==> config.mk <==
export PLATFORM = sky130hd
export DESIGN_NAME = gaussian_filter_5x5_flat
export DESIGN_NICKNAME = d
export VERILOG_FILES = /design/src/rtl/gaussian_filter_5x5_pkg.sv /design/src/rtl/gaussian_filter_5x5_if.sv /design/src/rtl/gaussian_filter_5x5_mac.sv /design/src/rtl/gaussian_filter_5x5.sv /design/src/flat_wrapper.sv
export SDC_FILE = /design/constraint.sdc
export NUM_CORES = 1
export LEC_CHECK = 0
export ABC_AREA = 1
export CORE_MARGIN = 4
export CORE_UTILIZATION = 60
export CTS_BUF_LIST = sky130_fd_sc_hd__clkbuf_16
export DETAILED_ROUTE_END_ITERATION = 16
export DONT_BUFFER_PORTS = 1
export PLACE_DENSITY = 0.76
export SLEW_MARGIN = 20
export SYNTH_ARGS = -nofsm -noshare
export SYNTH_HDL_FRONTEND = slang
export SYNTH_HIERARCHICAL = 1
export SYNTH_SLANG_ARGS = --single-unit
==> constraint.sdc <==
create_clock -name clk -period 11.6 [get_ports clk]
set_clock_uncertainty 0.1 [all_clocks]
set_input_delay 2.32 -clock clk [delete_from_list [all_inputs] [get_ports clk]]
set_output_delay 2.32 -clock clk [all_outputs]
set_load 0.02 [all_outputs]
==> src/rtl/gaussian_filter_5x5_pkg.sv <==
// Shared constants, coefficient table, types and weighted-sum helpers
// for the 5x5 Gaussian smoothing engine.
package gauss_pkg;

  localparam int unsigned IMG_W = 256;
  localparam int unsigned IMG_H = 256;
  localparam int unsigned CW    = 10;
  localparam int unsigned PW    = 8;
  localparam int unsigned TAPS  = 5;
  localparam int unsigned KW    = 3;
  localparam int unsigned VW    = 12;  // one weighted column: 16*255
  localparam int unsigned AW    = 16;
  localparam int unsigned RND   = 128;
  localparam int unsigned SHIFT = 8;

  localparam int unsigned COEF [TAPS] = '{1, 4, 6, 4, 1};

  typedef enum logic [1:0] {IDLE, RUN, DONE} state_e;

  // column[r], r = 0 is the top row (y-2); window[c], c = 0 is the leftmost column (x-2)
  typedef logic [TAPS-1:0][PW-1:0] column_t;
  typedef column_t [TAPS-1:0]      window_t;
  typedef logic [TAPS-1:0][VW-1:0] vsum_t;

  function automatic logic [VW-1:0] col_sum(input column_t col);
    logic [VW-1:0] s;
    s = '0;
    for (int i = 0; i < TAPS; i++) s = s + VW'(COEF[i]) * VW'(col[i]);
    return s;
  endfunction

  function automatic logic [AW-1:0] row_sum(input vsum_t v);
    logic [AW-1:0] s;
    s = '0;
    for (int i = 0; i < TAPS; i++) s = s + AW'(COEF[i]) * AW'(v[i]);
    return s;
  endfunction

endpackage

==> src/rtl/gaussian_filter_5x5_if.sv <==
// Source/destination image buffer ports of the Gaussian engine.
interface gaussian_filter_5x5_if;
  import gauss_pkg::*;

  logic          imgs_rd_en;
  logic [CW-1:0] imgs_rd_px;
  logic [CW-1:0] imgs_rd_py;
  logic [PW-1:0] imgs_rd_dt;
  logic          imgs_rd_vl;
  logic          imgd_rd_en;
  logic [CW-1:0] imgd_rd_px;
  logic [CW-1:0] imgd_rd_py;
  logic [PW-1:0] imgd_rd_dt;
  logic          imgd_rd_vl;
  logic          imgd_wr_en;
  logic [CW-1:0] imgd_wr_px;
  logic [CW-1:0] imgd_wr_py;
  logic [PW-1:0] imgd_wr_dt;

  modport master (
    output imgs_rd_en, imgs_rd_px, imgs_rd_py,
    input  imgs_rd_dt, imgs_rd_vl,
    output imgd_rd_en, imgd_rd_px, imgd_rd_py,
    input  imgd_rd_dt, imgd_rd_vl,
    output imgd_wr_en, imgd_wr_px, imgd_wr_py, imgd_wr_dt
  );

  modport slave (
    input  imgs_rd_en, imgs_rd_px, imgs_rd_py,
    output imgs_rd_dt, imgs_rd_vl,
    input  imgd_rd_en, imgd_rd_px, imgd_rd_py,
    output imgd_rd_dt, imgd_rd_vl,
    input  imgd_wr_en, imgd_wr_px, imgd_wr_py, imgd_wr_dt
  );

endinterface

==> src/rtl/gaussian_filter_5x5_mac.sv <==
// Separable 5x5 Gaussian MAC: vertical column sums, then horizontal sum with
// rounding. Two register stages from window to result.
module gauss_kernel_5x5_mac
  import gauss_pkg::*;
(
  input  logic          clk,
  input  logic          rst_n,
  input  window_t       win,
  output logic [PW-1:0] res
);

  vsum_t         vsum_q;
  logic [AW-1:0] acc_c;

  always_ff @(posedge clk or negedge rst_n) begin : vsum_p
    if (!rst_n) begin
      vsum_q <= '0;
    end else begin
      for (int c = 0; c < TAPS; c++) vsum_q[c] <= col_sum(win[c]);
    end
  end

  // Peak is 65280 + 128, so the 16-bit sum never wraps.
  assign acc_c = row_sum(vsum_q) + AW'(RND);

  always_ff @(posedge clk or negedge rst_n) begin : res_p
    if (!rst_n) res <= '0;
    else        res <= PW'(acc_c >> SHIFT);
  end

endmodule

==> src/rtl/gaussian_filter_5x5.sv <==
// Frame-level 5x5 Gaussian filter: issues column reads, shifts returned
// pixels into a 5x5 window, and writes one filtered pixel per centre.
module gaussian_filter_5x5 #(
  parameter int unsigned IMG_W = gauss_pkg::IMG_W,
  parameter int unsigned IMG_H = gauss_pkg::IMG_H
) (
  input  logic clk,
  input  logic rst_n,
  input  logic start,
  output logic finish,
  gaussian_filter_5x5_if.master img
);
  import gauss_pkg::*;

  localparam int unsigned NCOL = IMG_W + 4;
  localparam int unsigned XW   = $clog2(NCOL);
  localparam int unsigned YW   = (IMG_H > 1) ? $clog2(IMG_H) : 1;

  state_e state, state_n;
  logic   start_acc_c, last_wr_c;
  logic   finish_q;

  logic          iss_busy;
  logic [XW-1:0] iss_col;
  logic [KW-1:0] iss_k;
  logic [YW-1:0] iss_row;
  logic          rd_en_q;
  logic [CW-1:0] rd_px_q, rd_py_q;

  logic [XW-1:0]            ret_col;
  logic [KW-1:0]            ret_k;
  logic [YW-1:0]            ret_row;
  logic [TAPS-2:0][PW-1:0]  col_buf;
  window_t                  win;
  logic                     win_vl;
  logic [XW-1:0]            win_x;
  logic [YW-1:0]            win_y;

  logic          d1_vl;
  logic [XW-1:0] d1_x;
  logic [YW-1:0] d1_y;
  logic          wr_en_q;
  logic [CW-1:0] wr_px_q, wr_py_q;
  logic [PW-1:0] mac_res;
  logic          unused_rd;

  assign last_wr_c = wr_en_q && (wr_px_q == CW'(IMG_W - 1)) && (wr_py_q == CW'(IMG_H - 1));

  always_ff @(posedge clk or negedge rst_n) begin : state_p
    if (!rst_n) begin
      state    <= IDLE;
      finish_q <= 1'b0;
    end else begin
      state    <= state_n;
      finish_q <= (state_n == DONE);
    end
  end

  always_comb begin : next_p
    state_n     = state;
    start_acc_c = 1'b0;
    case (state)
      IDLE, DONE: if (start) begin
        state_n     = RUN;
        start_acc_c = 1'b1;
      end
      RUN:     if (last_wr_c) state_n = DONE;
      default: state_n = IDLE;
    endcase
  end

  // Read address generator: per row, columns -2..IMG_W+1, five rows each, no bubbles.
  always_ff @(posedge clk or negedge rst_n) begin : issue_p
    if (!rst_n) begin
      iss_busy <= 1'b0;
      iss_col  <= '0;
      iss_k    <= '0;
      iss_row  <= '0;
      rd_en_q  <= 1'b0;
      rd_px_q  <= '0;
      rd_py_q  <= '0;
    end else begin
      rd_en_q <= 1'b0;
      if (start_acc_c) begin
        iss_busy <= 1'b1;
        iss_col  <= '0;
        iss_k    <= '0;
        iss_row  <= '0;
      end else if (state == RUN && iss_busy) begin
        rd_en_q <= 1'b1;
        rd_px_q <= CW'(iss_col) - CW'(2);
        rd_py_q <= CW'(iss_row) + CW'(iss_k) - CW'(2);
        if (iss_k == KW'(TAPS - 1)) begin
          iss_k <= '0;
          if (iss_col == XW'(NCOL - 1)) begin
            iss_col <= '0;
            if (iss_row == YW'(IMG_H - 1)) iss_busy <= 1'b0;
            else                           iss_row  <= iss_row + YW'(1);
          end else begin
            iss_col <= iss_col + XW'(1);
          end
        end else begin
          iss_k <= iss_k + KW'(1);
        end
      end
    end
  end

  // Valid-driven window shifter; returned data follows issue order.
  always_ff @(posedge clk or negedge rst_n) begin : window_p
    if (!rst_n) begin
      ret_col <= '0;
      ret_k   <= '0;
      ret_row <= '0;
      col_buf <= '0;
      win     <= '0;
      win_vl  <= 1'b0;
      win_x   <= '0;
      win_y   <= '0;
    end else begin
      win_vl <= 1'b0;
      if (start_acc_c) begin
        ret_col <= '0;
        ret_k   <= '0;
        ret_row <= '0;
      end else if (state == RUN && img.imgs_rd_vl) begin
        if (ret_k == KW'(TAPS - 1)) begin
          ret_k <= '0;
          win   <= {column_t'({img.imgs_rd_dt, col_buf}), win[TAPS-1:1]};
          // Column ret_col-2 completes the window centred four columns back.
          if (ret_col >= XW'(TAPS - 1)) begin
            win_vl <= 1'b1;
            win_x  <= ret_col - XW'(TAPS - 1);
            win_y  <= ret_row;
          end
          if (ret_col == XW'(NCOL - 1)) begin
            ret_col <= '0;
            ret_row <= ret_row + YW'(1);
          end else begin
            ret_col <= ret_col + XW'(1);
          end
        end else begin
          col_buf[ret_k[1:0]] <= img.imgs_rd_dt;
          ret_k               <= ret_k + KW'(1);
        end
      end
    end
  end

  gauss_kernel_5x5_mac u_mac (
    .clk   (clk),
    .rst_n (rst_n),
    .win   (win),
    .res   (mac_res)
  );

  // Write-address delay line matched to the two MAC stages.
  always_ff @(posedge clk or negedge rst_n) begin : wr_p
    if (!rst_n) begin
      d1_vl   <= 1'b0;
      d1_x    <= '0;
      d1_y    <= '0;
      wr_en_q <= 1'b0;
      wr_px_q <= '0;
      wr_py_q <= '0;
    end else begin
      d1_vl   <= win_vl;
      d1_x    <= win_x;
      d1_y    <= win_y;
      wr_en_q <= d1_vl;
      wr_px_q <= CW'(d1_x);
      wr_py_q <= CW'(d1_y);
    end
  end

  assign finish         = finish_q;
  assign img.imgs_rd_en = rd_en_q;
  assign img.imgs_rd_px = rd_px_q;
  assign img.imgs_rd_py = rd_py_q;
  assign img.imgd_rd_en = 1'b0;
  assign img.imgd_rd_px = '0;
  assign img.imgd_rd_py = '0;
  assign img.imgd_wr_en = wr_en_q;
  assign img.imgd_wr_px = wr_px_q;
  assign img.imgd_wr_py = wr_py_q;
  assign img.imgd_wr_dt = mac_res;

  assign unused_rd = ^{img.imgd_rd_dt, img.imgd_rd_vl};

endmodule

==> src/flat_wrapper.sv <==
// flat-port wrapper written by rule: the top's interface ports become plain ports
module gaussian_filter_5x5_flat import gauss_pkg::*;
#(
  parameter int unsigned IMG_W = gauss_pkg::IMG_W,
  parameter int unsigned IMG_H = gauss_pkg::IMG_H
)
  (clk, rst_n, start, finish, img_imgs_rd_en, img_imgs_rd_px, img_imgs_rd_py, img_imgs_rd_dt, img_imgs_rd_vl, img_imgd_rd_en, img_imgd_rd_px, img_imgd_rd_py, img_imgd_rd_dt, img_imgd_rd_vl, img_imgd_wr_en, img_imgd_wr_px, img_imgd_wr_py, img_imgd_wr_dt);
  gaussian_filter_5x5_if img_i ();
  input  logic clk;
  input  logic rst_n;
  input  logic start;
  output logic finish;
  output wire logic [$bits(img_i.imgs_rd_en)-1:0] img_imgs_rd_en;
  output wire logic [$bits(img_i.imgs_rd_px)-1:0] img_imgs_rd_px;
  output wire logic [$bits(img_i.imgs_rd_py)-1:0] img_imgs_rd_py;
  input wire logic [$bits(img_i.imgs_rd_dt)-1:0] img_imgs_rd_dt;
  input wire logic [$bits(img_i.imgs_rd_vl)-1:0] img_imgs_rd_vl;
  output wire logic [$bits(img_i.imgd_rd_en)-1:0] img_imgd_rd_en;
  output wire logic [$bits(img_i.imgd_rd_px)-1:0] img_imgd_rd_px;
  output wire logic [$bits(img_i.imgd_rd_py)-1:0] img_imgd_rd_py;
  input wire logic [$bits(img_i.imgd_rd_dt)-1:0] img_imgd_rd_dt;
  input wire logic [$bits(img_i.imgd_rd_vl)-1:0] img_imgd_rd_vl;
  output wire logic [$bits(img_i.imgd_wr_en)-1:0] img_imgd_wr_en;
  output wire logic [$bits(img_i.imgd_wr_px)-1:0] img_imgd_wr_px;
  output wire logic [$bits(img_i.imgd_wr_py)-1:0] img_imgd_wr_py;
  output wire logic [$bits(img_i.imgd_wr_dt)-1:0] img_imgd_wr_dt;
  assign img_imgs_rd_en = img_i.imgs_rd_en;
  assign img_imgs_rd_px = img_i.imgs_rd_px;
  assign img_imgs_rd_py = img_i.imgs_rd_py;
  assign img_i.imgs_rd_dt = img_imgs_rd_dt;
  assign img_i.imgs_rd_vl = img_imgs_rd_vl;
  assign img_imgd_rd_en = img_i.imgd_rd_en;
  assign img_imgd_rd_px = img_i.imgd_rd_px;
  assign img_imgd_rd_py = img_i.imgd_rd_py;
  assign img_i.imgd_rd_dt = img_imgd_rd_dt;
  assign img_i.imgd_rd_vl = img_imgd_rd_vl;
  assign img_imgd_wr_en = img_i.imgd_wr_en;
  assign img_imgd_wr_px = img_i.imgd_wr_px;
  assign img_imgd_wr_py = img_i.imgd_wr_py;
  assign img_imgd_wr_dt = img_i.imgd_wr_dt;
  gaussian_filter_5x5 #(.IMG_W(IMG_W), .IMG_H(IMG_H)) u_core (.clk(clk), .rst_n(rst_n), .start(start), .finish(finish), .img(img_i));
endmodule
==> results.toml, run 1 <==
[status]
status = "finished clean"

[setup_path]
crit_type = "reg -> reg"
critPathArrivalTime_ns = 4.99
cp_max_fo = 5
start_kind = "flop"
required_ns = 11.98
rr_startpoint = "u_core/u_mac/vsum_q[25]$_DFF_PN0_"
r2r_cells = 21
r2r-end = "u_core/u_mac/res[7]$_DFF_PN0_"
r2r_slack_ns = 6.99
end_kind = "flop"

[yosys]
avgSynthCellArea_um2 = 8.95
syn-cell-area_um2 = 25200
netlist-cell-type-count = 42
synthCells = 2812
synth_top_flop_cell = "dfrtp_1"
yosys.area_share.simple_pct = 18.5
synth_top_cell_by_area = "dfrtp_1"
ys_warn_count = 6
synth_compound_area_share_pct = 6.86
ys_ff_latch = 419
synth_top_family_by_area = "adder cells"
synthTopCellsByArea = "dfrtp_1 42%, nand2_1 13%, fa_1 12%, ha_1 9.4%, inv_1 6.5%"
synth.most_common_cell = "nand2_1"
synthMuxAreaShare_pct = 0
ys_async_sr_fraction_pct = 100
synthTopCellsByCount = "871 x nand2_1, 437 x inv_1, 419 x dfrtp_1, 189 x ha_1, 153 x o21ai_0"
synth_xor_area_share_pct = 3.13
ys_seq_area_share_pct = 41.6
synth_fa_ha_area_share_pct = 21.0
synth-edff-count = 0
yosysTopAreaCellShare_pct = 41.6

[clock_tree]
cts_buffer_depth = 3
cts.sinks = 419
cts.hold.buffers_added = 0
clkTransAtPathRegs_ns = 0.06
postCtsSetupRepairBufs = 0
cts_tree = "done"
ctsResizeCount = 0
cts_root_buffer = "clkbuf_16"
worstSkewPairLatency_ns = 0.58
cts_max_level = 2
cts-buffers-inserted = 46

[floorplan]
rows = 74
core_area_um2 = 41200
initial_utilization_pct = 61.1
die_y_um = 213
die_area_um2 = 45300
die_w_um = 213
io_pins = 93

[job]
maxCapViolations = 0

[sta]
relSlewSlack_pct = 26.2
fin_ws_ns = 6.99
finalSetupViolCount = 0
setup_tns_ns = 0
tightestPinTransition_ns = 1.11
fin_crit_ns = 4.61
hold_viol = 0
slew_viol_final = 0
rsz0062_at_grt = "false"
period_share_pct = 39.8
fmax_ghz = 0.217

[grt]
grt_use_total_pct = 24.9
grt_max_degree = 420
antenna_found_initial = 0
gr-total-overflow = 0
grt_pass1_wl_um = 91400
grt_pass1_vias = 18308

[hold_path]
holdPathEnd = "u_core/img.imgd_wr_py[2]$_DFF_PN0_"
hold_depth = 0
min_from = "u_core/d1_y[2]$_DFF_PN0_"
holdCritPathClass = "reg -> reg"

[route]
avgViaCountPerCell = 5.39
drtIter0Drc = 1260
postRouteAntennaNets = 0
wl_per_cell_um = 16.3
dr.pass1.iters = 5
route.detailed.drc = 0
wirelength_um = 54700
via_count = 18153

[cells_and_area]
fin_nets = 3156
syn_to_final_growth_pct = 6.99
antenna_cells = 0
drive_above_1_share_pct = 3.88

[placement]
portBuffers = 0
hpwl_um = 39800
place_ws_ns = 6.45
gp_congestion = 0.899
[state kept, by name, summed over array words and instances (netlist names), 9 cells and up]
| register | flops |
|---|---|
| u_core/win | 200 |
| u_core/u_mac/vsum_q | 60 |
| u_core/col_buf | 32 |
| u_core/img.imgs_rd_px | 10 |
| u_core/img.imgs_rd_py | 10 |
| u_core/d1_x | 9 |
| u_core/img.imgd_wr_px | 9 |
| u_core/iss_col | 9 |
| u_core/ret_col | 9 |
| u_core/win_x | 9 |
[layer usage]
layer  vias up  part of all wire, %  GRT usage, %
li1       8724                    -             -
met1      8931                   44          33.9
met2       416                   50          42.8
met3        82                  4.2          3.76
met4         0                  2.3          5.82
met5         -                    0             0
[worst max-delay path: stages (launching register included)]
cell     delay, ns
dfrtp_1       0.43
ha_1          0.18
inv_1         0.08
fa_1          0.46
o21ai_2       0.21
nand2_1       0.07
nand2_1       0.08
xor2_1        0.18
fa_1          0.44
inv_1         0.12
fa_1          0.44
fa_1          0.55
inv_1         0.04
ha_1          0.37
a21oi_1       0.23
nand2_1       0.08
inv_1         0.09
nor2_1        0.05
nor2_1        0.14
nand2_1       0.07
nand2_1       0.05
nand2_1       0.04
[metrics by stage]
step / area [µm²] / std cells / utilization [%] / hold slack (ns)
floorplan: 25300 / 2835 / - / 0.231
CTS: 26900 / 3365 / 65.4 / 0.247
finish: 26900 / 3365 / 65.4 / 0.243
global placement: 25400 / 3284 / 61.7 / 0.237
detailed placement: 25400 / 3284 / 61.7 / 0.238
global route: 26900 / 3365 / 65.4 / 0.262
[cells by family (layout without fill, tap and decap cells)]
logic type	Yosys count	after routing
compound gates	310	310
xor+xnor	90	90
fa+ha+maj	335	335
buf+inv	528	526
flops	419	419
other cells	1	24
simple gates	1129	1129
[layout make-up]
cell class | instances | area [µm²]
repair buffers | 4 | 33.8
clock inverters | 34 | 350
inverters | 441 | 1660
well taps | 532 | 666
multi-input cells | 1888 | 12600
flip-flops and latches | 419 | 10500
fillers | 3276 | 14300
clock buffers | 47 | 1180
[worst max-delay path by stage]
stage	start	endpoint	slack, ns	cells past startpoint
after floorplan	u_core/u_mac/vsum_q[24]$_DFF_PN0_	u_core/u_mac/res[7]$_DFF_PN0_	7.50	21
after global placement	img_imgs_rd_vl	u_core/win[79]$_DFFE_PN0P_	6.47	5
after detailed placement	img_imgs_rd_vl	u_core/win[79]$_DFFE_PN0P_	6.45	5
after CTS	u_core/u_mac/vsum_q[25]$_DFF_PN0_	u_core/u_mac/res[7]$_DFF_PN0_	6.98	21
after global routing	u_core/u_mac/vsum_q[25]$_DFF_PN0_	u_core/u_mac/res[7]$_DFF_PN0_	6.75	21
final	u_core/u_mac/vsum_q[25]$_DFF_PN0_	u_core/u_mac/res[7]$_DFF_PN0_	6.99	21
[placed cells by master (no fill, tap or decap), drive strengths merged, types with 3 or more instances in the layout]
master    Yosys  layout
buf          76       4
a31oi        17      17
clkinvlp      0       4
nor2         65      65
conb          1      24
and2          3       3
o21a          7       7
clkbuf       11      47
dfrtp       419     419
clkinv        1      16
nand2       884     884
nand4        56      56
ha          189     189
xor2         65      65
o21ai       180     180
nand3       104     104
o21bai       13      13
inv         440     449
bufinv        0       6
a21oi        72      72
nand3b        8       8
o211ai        3       3
fa          146     146
xnor2        25      25
nor3          7       7
a21o         15      15
Power of run 1 is not shown: default switching activity piles up to over one toggle a cycle in this logic, so the estimate is an artifact.
==> inputs of run 2 (changes only) <==
- clock period: 11.6 -> 4.57 ns (I/O delays scaled with it)
==> run 2 against run 1 <==
Effect of this change:
- die area is the same
- first-iteration DRC count shrank 7.2%
- cell count grew 0.15%
- fmax grew 5.7%
- the flow now finishes with violations (negative hold slack)
- count of clock-buffer cells in the layout decreased by 2
- setup slack worse by 6.8 ns
- critical path depth increased by 1
- sequential share of layout area decreased by 0.094 points
==> results.toml, run 2 (synthesized netlist as in run 1, its figures left out) <==
[hold_path]
holdCritPathClass = "in -> async"

[cells_and_area]
antenna_cells = 0
regMostFlops = "u_core/win"
final_cell_mix = "871 x nand2_1, 446 x inv_1, 419 x dfrtp_1, 188 x ha_1, 152 x o21ai_0"
reg_top3 = "u_core/win x200, u_core/u_mac/vsum_q x60, u_core/col_buf x32"
drive_above_1_share_pct = 4.44
syn_to_final_growth_pct = 7.25
largest_register_ff_count = 200
multiInputGateArea_um2 = 12600
final_common_cell = "nand2_1"
fillers = 3277
seq_area_um2 = 10500
fin_nets = 3158
layout.cells.non_filler = 3370

[floorplan]
core_area_um2 = 41200
die_area_um2 = 45300
initial_utilization_pct = 61.1
die_y_um = 213
die_w_um = 213
rows = 74
io_pins = 93

[sta]
fmax_ghz = 0.229
fin_crit_ns = 4.37
period_share_pct = 95.6
finalSetupViolCount = 0
hold_viol = 42
tightestPinTransition_ns = 0.940
whs_ns = -0.0255
slew_viol_final = 0
relSlewSlack_pct = 37.3

[setup_path]
start_kind = "flop"
worstPathCellList = "ha_1 -> a21oi_2 -> nor2_1 -> nor2_1 -> nand2_2 -> xor2_1 -> fa_1 -> inv_1 -> fa_1 -> fa_1 -> inv_1 -> ha_1 -> nand2_2 -> inv_1 -> nand2_1 -> nand2_1 -> inv_1 -> nor2_1 -> nor2_1 -> nand2_1 -> nand2_1 -> nand2_1"
crit_path_frequent_cell = "nand2_1"
cp_slowest_cell = "fa_1"
end_kind = "flop"
critPathArrivalTime_ns = 4.73
required_ns = 4.93
crit_type = "reg -> reg"
critical-path-max-stage-delay_ns = 0.56
cp_max_fo = 5
path_buf_inv = 4
critical-path-top-delay-family = "adder cells"

[clock_tree]
cts_tree = "done"
cts_root_buffer = "clkbuf_16"
cts.sinks = 419
cts_max_level = 2
cts_buffer_depth = 3
clkTransAtPathRegs_ns = 0.06
cts-buffers-inserted = 45
worstSkewPairLatency_ns = 0.58

[status]
violations = "negative hold slack"
status = "finished, violations left"

[route]
postRouteAntennaNets = 0
dr.pass1.iters = 5
wirelength_um = 55200
avgViaCountPerCell = 5.37
wl_per_cell_um = 16.4
route.detailed.drc = 0
drtIter0Drc = 1169
via_count = 18090

[grt]
grt_pass1_wl_um = 91500
use_met1_pct = 33.1
use_met3_pct = 3.23
grt_use_total_pct = 25.1
grt_pass1_vias = 18364
gr-total-overflow = 0
antenna_found_initial = 0
busiest_layer = "met2"
grt_max_degree = 420
grt_use_met2_pct = 43.3

[placement]
gp_congestion = 0.925
portBuffers = 0
hpwl_um = 40200
dp.cells = 3285

[job]
maxCapViolations = 0
==> run 2: cell types whose count changed in the layout (fill, tap and decap cells not counted), moves of 2 or more <==
cell / before / now
clkinv_4: 4 / 2
clkinv_2: 3 / 9
a21oi_1: 72 / 65
inv_1: 443 / 446
a21oi_2: 0 / 7
clkbuf_16: 47 / 45
clkinv_1: 9 / 5
buf_12: 0 / 2
==> run 2: metrics by stage <==
stage	worst slack, ns	cell area [µm²]	utilization (%)	TNS [ns]
6_report	0.202	27000	65.5	0
5_1_grt	-0.0144	27000	65.5	-0.0193
4_1_cts	0.122	26900	65.4	0
3_5_place_dp	0.130	25400	61.7	0
3_3_place_gp	0.138	25400	61.7	0
2_1_floorplan	0.469	25300	-	0
==> run 2: layout make-up <==
cell class	instances	share of cell area (%)
multi-input combinational	1888	46.7
sequential	419	38.8
inverter	441	6.15
clock buffer	45	4.17
tap	532	2.47
clock inverter	38	1.36
timing repair buffer	7	0.361
==> run 2: path summary, 6_finish.rpt <==
kind / from / end / slack, ns / cells past startpoint
min in group clk: u_core/d1_y[7]$_DFF_PN0_ / u_core/img.imgd_wr_py[7]$_DFF_PN0_ / 0.25 / 0
hold / removal: rst_n / u_core/col_buf[18]$_DFFE_PN0P_ / -0.03 / 0
setup / recovery: u_core/u_mac/vsum_q[28]$_DFF_PN0_ / u_core/u_mac/res[7]$_DFF_PN0_ / 0.20 / 22
setup reg to reg: u_core/u_mac/vsum_q[28]$_DFF_PN0_ / u_core/u_mac/res[7]$_DFF_PN0_ / 0.20 / 22
hold reg to reg: u_core/d1_y[7]$_DFF_PN0_ / u_core/img.imgd_wr_py[7]$_DFF_PN0_ / 0.25 / 0
max in group asynchronous: rst_n / u_core/win[39]$_DFFE_PN0P_ / 3.69 / 0
==> run 2: per-layer routing <==
layer	vias to the layer above	share of wire [%]
met3	119	4.0
met1	8851	42
met2	407	50
li1	8713	-
met5	-	0
met4	0	3.3
==> run 2: repair_timing <==
action                                  CTS  global route
setup buffers                             0             1
endpoints found under the setup margin    0             4
endpoints found under the hold margin   419            74
gates resized for setup                   0            11
Power of run 2 is left out for the same reason.
